## config.mk

```make
export PLATFORM = sky130hd
export DESIGN_NAME = pipelined_rca_addsub
export DESIGN_NICKNAME = d
export VERILOG_FILES = /design/src/rtl/pipelined_rca_addsub.sv
export SDC_FILE = /design/constraint.sdc
export NUM_CORES = 1
export LEC_CHECK = 0
export CORE_AREA = 3 3 98 100
export CTS_CLUSTER_DIAMETER = 120
export CTS_CLUSTER_SIZE = 24
export DETAILED_ROUTE_END_ITERATION = 6
export DIE_AREA = 0 0 101 103
export PLACE_DENSITY = 0.74
export SKIP_LAST_GASP = 1
export SYNTH_ARGS = -nofsm -noshare
export SYNTH_HDL_FRONTEND = slang
export SYNTH_SLANG_ARGS = --single-unit
export TNS_END_PERCENT = 10
```

## constraint.sdc

```tcl
create_clock -name clk -period 2.1 [get_ports clk]
set_clock_uncertainty 0.15 [all_clocks]
set_input_delay 0.525 -clock clk [delete_from_list [all_inputs] [get_ports clk]]
set_output_delay 0.525 -clock clk [all_outputs]
set_load 0.005 [all_outputs]
```

## src/rtl/pipelined_rca_addsub.sv

```systemverilog
// Pipelined ripple-carry adder/subtractor: one SLICE-bit chunk per stage, with the
// carry registered between stages and a single global stall driven from the output.
module pipelined_rca_addsub #(
  parameter int WIDTH = 16,
  parameter int SLICE = 4
) (
  input  logic             clk,
  input  logic             rst_n,
  input  logic             in_valid,
  output logic             in_ready,
  input  logic [WIDTH-1:0] a,
  input  logic [WIDTH-1:0] b,
  input  logic             c_in,
  input  logic             sub,
  output logic             out_valid,
  input  logic             out_ready,
  output logic [WIDTH-1:0] sum,
  output logic             c_out,
  output logic             overflow
);

  localparam int SLICE_SAFE = (SLICE < 1) ? 1 : SLICE;
  localparam int NSTG       = WIDTH / SLICE_SAFE;

  if ((SLICE < 1) || (SLICE > WIDTH) || ((WIDTH % SLICE_SAFE) != 0)) begin : g_bad_params
    $error("pipelined_rca_addsub: WIDTH (%0d) must be a non-zero multiple of SLICE (%0d)",
           WIDTH, SLICE);
  end

  logic             advance;
  logic [WIDTH-1:0] b_eff;
  logic             cin_eff;

  // The whole pipe moves together; a held result freezes every stage behind it.
  assign advance  = !out_valid || out_ready;
  assign in_ready = advance;
  assign b_eff    = sub ? ~b : b;
  assign cin_eff  = sub | c_in;

  for (genvar k = 0; k < NSTG; k++) begin : g_stg
    // Operand bits entering this stage: the current slice plus everything above it.
    localparam int RIN = WIDTH - k * SLICE;
    localparam int LO  = (k + 1) * SLICE;

    logic [RIN-1:0] a_src;
    logic [RIN-1:0] b_src;
    logic           cy_src;
    logic           v_src;
    logic [LO-1:0]  sum_d;
    logic [SLICE:0] slice_add;

    logic           vld_q;
    logic           cy_q;
    logic [LO-1:0]  sum_q;

    assign slice_add = {1'b0, a_src[SLICE-1:0]} + {1'b0, b_src[SLICE-1:0]}
                     + {{SLICE{1'b0}}, cy_src};

    if (k == 0) begin : g_head
      assign a_src  = a;
      assign b_src  = b_eff;
      assign cy_src = cin_eff;
      assign v_src  = in_valid;
      assign sum_d  = slice_add[SLICE-1:0];
    end else begin : g_head
      assign a_src  = g_stg[k-1].g_ops.a_q;
      assign b_src  = g_stg[k-1].g_ops.b_q;
      assign cy_src = g_stg[k-1].cy_q;
      assign v_src  = g_stg[k-1].vld_q;
      assign sum_d  = {slice_add[SLICE-1:0], g_stg[k-1].sum_q};
    end

    // NOTE: state uses non-blocking assignments and the async reset clears data as
    // well as valid bits, so a flushed pipe never shows a stale sum.
    always_ff @(posedge clk or negedge rst_n) begin
      if (!rst_n) begin
        vld_q <= 1'b0;
        cy_q  <= 1'b0;
        sum_q <= '0;
      end else if (advance) begin
        vld_q <= v_src;
        cy_q  <= slice_add[SLICE];
        sum_q <= sum_d;
      end
    end

    if (k < NSTG - 1) begin : g_ops
      // Unresolved upper operand bits, right-aligned so the next stage reads bits [SLICE-1:0].
      logic [RIN-SLICE-1:0] a_q;
      logic [RIN-SLICE-1:0] b_q;

      always_ff @(posedge clk or negedge rst_n) begin
        if (!rst_n) begin
          a_q <= '0;
          b_q <= '0;
        end else if (advance) begin
          a_q <= a_src[RIN-1:SLICE];
          b_q <= b_src[RIN-1:SLICE];
        end
      end
    end else begin : g_tail
      logic ovf_q;

      // The top slice carries both operand sign bits, so overflow is settled here.
      always_ff @(posedge clk or negedge rst_n) begin
        if (!rst_n) begin
          ovf_q <= 1'b0;
        end else if (advance) begin
          ovf_q <= (a_src[SLICE-1] == b_src[SLICE-1]) && (slice_add[SLICE-1] != a_src[SLICE-1]);
        end
      end
    end
  end

  assign out_valid = g_stg[NSTG-1].vld_q;
  assign sum       = g_stg[NSTG-1].sum_q;
  assign c_out     = g_stg[NSTG-1].cy_q;
  assign overflow  = g_stg[NSTG-1].g_tail.ovf_q;

endmodule

```

# [Word level (Yosys, flattened, before mapping)]
# Cells that the tools add are included.
[word_totals] register_bits=97 input_bits=38 out_inout_bits=20 wordCells=35
[op_classes] n_addsub=8 n_eq_ne=2 mux=1 n_bitwise=2 reduce_logical=3
[ops] operator="adder 4 x 4 -> 5 bit" n=4
[ops] operator="adder 5 x 1 -> 5 bit" n=4
[ops] operator="2-to-1 mux 16 bit" n=1
[ops] operator="NOT 16 bit" n=1
[ops] operator="== test 1 bit" n=1
[ops] operator="logical AND 1 bit" n=1
[ops] operator="zero test 1 bit" n=1
[ops] operator="logical OR 1 bit" n=1
[ops] operator="inequality test 1 bit" n=1
[ops] operator="OR 1 bit" n=1

# [Logic depth before layout (Yosys ltp)]
# Gate-level depths: netlist (run 1).
[depth] ltp_word=4 depth_mapped=8 ltp_nobuf=6

# [Worst setup path before layout (run 1)]
# Ideal clock, no wire load.
[synth_path] path_kind="input-to-reg" startpoint="input port sub" endpoint="register g_stg[0].cy_q" setup_time_ns=0.127 arrival_ns=2.329 required_time_ns=1.823 setup_slack_ns=-0.506 cell_stages=8 n_path_buf=2 cell_sequence="buf_4 -> buf_4 -> or2_2 -> fa_1 -> fa_1 -> a21o_1 -> a21oi_1 -> a21oi_1"
[synth_via] elab_chain_len=3 elab_cells_between_ends=4 cone_classes="2 x add/sub; 1 x mux; 1 x bitwise"
[synth_lines] item="start: declaration" line_no="14" rtl="input logic sub,"
[synth_lines] item="2-to-1 mux 16 bit" line_no="37" rtl="assign b_eff = sub ? ~b : b;"
[synth_lines] item="adder 4 x 4 -> 5 bit" line_no="56" rtl="assign slice_add = {1'b0, a_src[SLICE-1:0]} + {1'b0, b_src[SLICE-1:0]}"
[synth_lines] item="adder 5 x 1 -> 5 bit (*)" line_no="57" rtl="+ {{SLICE{1'b0}}, cy_src};"
[synth_lines] item="end signal: assignment" line_no="82" rtl="cy_q <= slice_add[SLICE];"
[synth_lines] item="end: declaration" line_no="53" rtl="logic cy_q;"
# Every way passes the cells marked *; elsewhere a longest branch is shown, timed or not.
# A chain may end at the register's enable or synchronous reset.

# [Worst setup path in the final report (run 1)]
[layout_path] startpoint="input port a[0]" endpoint="register g_stg[0].cy_q"
[layout_via] elab_chain_len=2
[layout_lines] item="start: declaration" line_no="11" rtl="input logic [WIDTH-1:0] a,"
[layout_lines] item="adder 4 x 4 -> 5 bit" line_no="56"
[layout_lines] item="adder 5 x 1 -> 5 bit" line_no="57"
# No other way between the ends.

==> flow_metrics.tcl, run 1 <==
set metrics [dict create \
    wirelength_um 7560 \
    finalWorstSetupSlack_ns 0.0304 \
    clockBufferDepth 2 \
    start_util_pct 49.3 \
    worstSetupPathType "primary input to flip-flop" \
    drtIter0Drc 146 \
    end_kind "flip-flop" \
    grt_overflow_total 0 \
    setup_tns_ns 0 \
    first_pass_iters 4 \
    clock_sinks 97 \
    synth.largest_area_cell "dfrtp_1" \
    syn2layout_area_growth_pct 21.2 \
    holdBufCountCts 0 \
    synth_edf_count 0 \
    pre_cts_ws_ns -0.738 \
    yosysWarningCount 0 \
    power_density_mw_per_mm2 1320 \
    antenna_found_initial 0 \
    syn_area_per_cell_um2 9.35 \
    cts-htree-levels 3 \
    fp.coreArea_mm2 0.00876 \
    cp.required_ns 2.17 \
    num_vias 3039 \
    syn_inst 462 \
    row_count 34 \
    place.gp.congestion 0.811 \
    crit_path_start_kind "primary input" \
    yosysMostFrequentCell "nand2_1" \
    synth_commonest_cells "226 x nand2_1, 97 x dfrtp_1, 18 x o21ai_0" \
    synthFlopType "dfrtp_1" \
    tightest_slew_ns 0.492 \
    setup_violations 0 \
    ys_seq_area_share_pct 56.2 \
    nFillCells 761 \
    ys_ff_latch 97 \
    yosysUniqueCellTypes 28 \
    fin_cells 635 \
    grt_max_degree 98 \
    tritoncts "yes" \
    postCtsSetupBuffers 0 \
    irDropWorstVdd_mv 0.430 \
    slew_headroom_pct 67.2 \
    grt_use_total_pct 16.2 \
    num_io_pins 58 \
    wl_per_cell_um 11.9 \
    p_leak_uw 0.00262 \
    drv_slew 0 \
    avgViaCountPerCell 4.79 \
    period_minus_slack_ns 2.07 \
    antenna_cells 0 \
    finish.instance_area_mm2 0.00523 \
    hp-class "primary input to asynchronous set/reset pin" \
    maxCapViolCount 0 \
    rsz0062_at_grt "true" \
    die_area_mm2 0.0104 \
    ys_async_sr_fraction_pct 100 \
    cts-root-buf "clkbuf_8" \
    worst-path-max-fanout 2 \
    ant_nets 0 \
    arrival_ns 2.14 \
    place_hpwl_um 5320 \
    synth_top_area_share_pct 56.2 \
    fin_nets 580 \
    cts_made_buffers 9 \
    die_h_um 103 \
    grt_pass1_wl_um 13400 \
    first_global_vias 2981 \
    hold_violations 0 \
    status "complete, no violations" \
    syn_nets 520 \
    die_width_um 101 \
    syn_area_mm2 0.00432 \
    io_buffers 57 \
    fin_crit_sh_pct 98.6 \
    clkLatencyLatePin_ns 0.36 \
    fin_util_pct 59.7 \
    placed_cells 619 \
    post-route-drc-count 0 \
    drive_gt1_share_pct 7.21 \
    dpl-instance-area_mm2 0.00504 \
    synthTopCellsByArea "dfrtp_1 56%, nand2_1 20%, fa_1 3.7%" \
    cts.clk_slew.worst_paths_ns 0.11 \
    clock.fmax_ghz 0.483 \
]
[logic make-up (layout without fill, tap and decap cells)]
kind of cell,Yosys count,after routing,synth area share [%]
buf+inv,33,98,3.68
fa+ha+maj,20,20,7.19
flops,97,97,56.2
mux,3,3,0.695
xor+xnor,19,19,3.85
simple gates,246,246,22.3
compound gates,44,44,6.03
[stage by stage]
stage / hold slack [ns] / total power (µW)
3_5_place_dp: 0.297 / 5880
4_1_cts: 0.0694 / 7010
2_1_floorplan: 0.0794 / 4890
5_1_grt: 0.0879 / 7590
6_report: 0.0569 / 6920
3_3_place_gp: 0.293 / 5730
[flip-flops by register name (all words and copies together), names as in the netlist]
| name | flops |
|---|---|
| overflow | 1 |
| g_stg.sum_q | 24 |
| sum | 16 |
| g_stg.vld_q | 3 |
| g_stg.g_ops.a_q | 24 |
| g_stg.cy_q | 3 |
| g_stg.g_ops.b_q | 24 |
| c_out | 1 |
| out_valid | 1 |
[path summary, 6_finish.rpt]
| kind | from | endpoint | slack (ns) | cells past startpoint |
|---|---|---|---|---|
| worst max-delay path | a[0] | g_stg[0].cy_q$_DFFE_PN0P_ | 0.03 | 6 |
| max in group asynchronous | rst_n | g_stg[0].g_ops.a_q[10]$_DFFE_PN0P_ | 1.37 | 2 |
| worst min-delay path | rst_n | sum[2]$_DFFE_PN0P_ | 0.06 | 2 |
| worst min register to register | g_stg[2].vld_q$_DFFE_PN0P_ | g_stg[2].vld_q$_DFFE_PN0P_ | 0.32 | 2 |
| min in group clk | g_stg[2].vld_q$_DFFE_PN0P_ | g_stg[2].vld_q$_DFFE_PN0P_ | 0.32 | 2 |
| worst max register to register | g_stg[2].cy_q$_DFFE_PN0P_ | c_out$_DFFE_PN0P_ | 0.10 | 5 |
[timing repair]
item,CTS,global route
pin swaps,6,0
setup endpoints to repair,5,2
gates resized for setup,6,1
[placed cells by master, fill, tap and decap left out, types with 6 or more instances in the layout]
cell type and count:
fa_1 6, clkdlybuf4s50_1 51, nor2_1 6, nand2_1 226, clkbuf_8 9, inv_1 9, dfrtp_1 97, buf_4 14
ha_1 12, a21oi_1 12, o21ai_0 18, xnor2_1 14
[routing by layer]
metal	GRT usage, %	wire [µm]	vias to the layer above
met1	21.0	3480	1407
met5	0	0	-
li1	-	-	1573
met3	2.03	274	7
met2	27.4	3730	52
met4	7.36	79	0
[layout make-up]
type                            count  area (µm²)  area share [%]
Multi-Input combinational cell    332        1740            33.2
Sequential cell                    97        2430            46.4
Tap cell                          108         135            2.58
Clock buffer                        9         124            2.37
Inverter                           10        37.5           0.718
Timing Repair Buffer               72         706            13.5
Clock inverter                      7        62.6            1.20
[power by group]
group / internal (µW) / leakage (µW) / switching, µW
registers: 2690 / 0.00118 / 467
clock network: 453 / 0.0000923 / 674
logic: 1290 / 0.00135 / 1340
[worst max-delay path: stages]
cell and delay [ns]:
clkdlybuf4s50_1 0.44, fa_2 0.42, fa_2 0.35, a21o_1 0.19, a21oi_1 0.14, a21oi_1 0.08
No activity file was read; power rests on OpenSTA's default activity.
==> inputs of run 2 (changes only) <==
--- a/config.mk
+++ b/config.mk
@@ -7,7 +7,7 @@
 export LEC_CHECK = 0
 export CORE_AREA = 3 3 98 100
 export CTS_CLUSTER_DIAMETER = 120
-export CTS_CLUSTER_SIZE = 24
+export CTS_CLUSTER_SIZE = 12
 export DETAILED_ROUTE_END_ITERATION = 6
 export DIE_AREA = 0 0 101 103
 export PLACE_DENSITY = 0.74
==> results of run 2 <==
The final DEF is identical to that of run 1; final timing and power are the same.
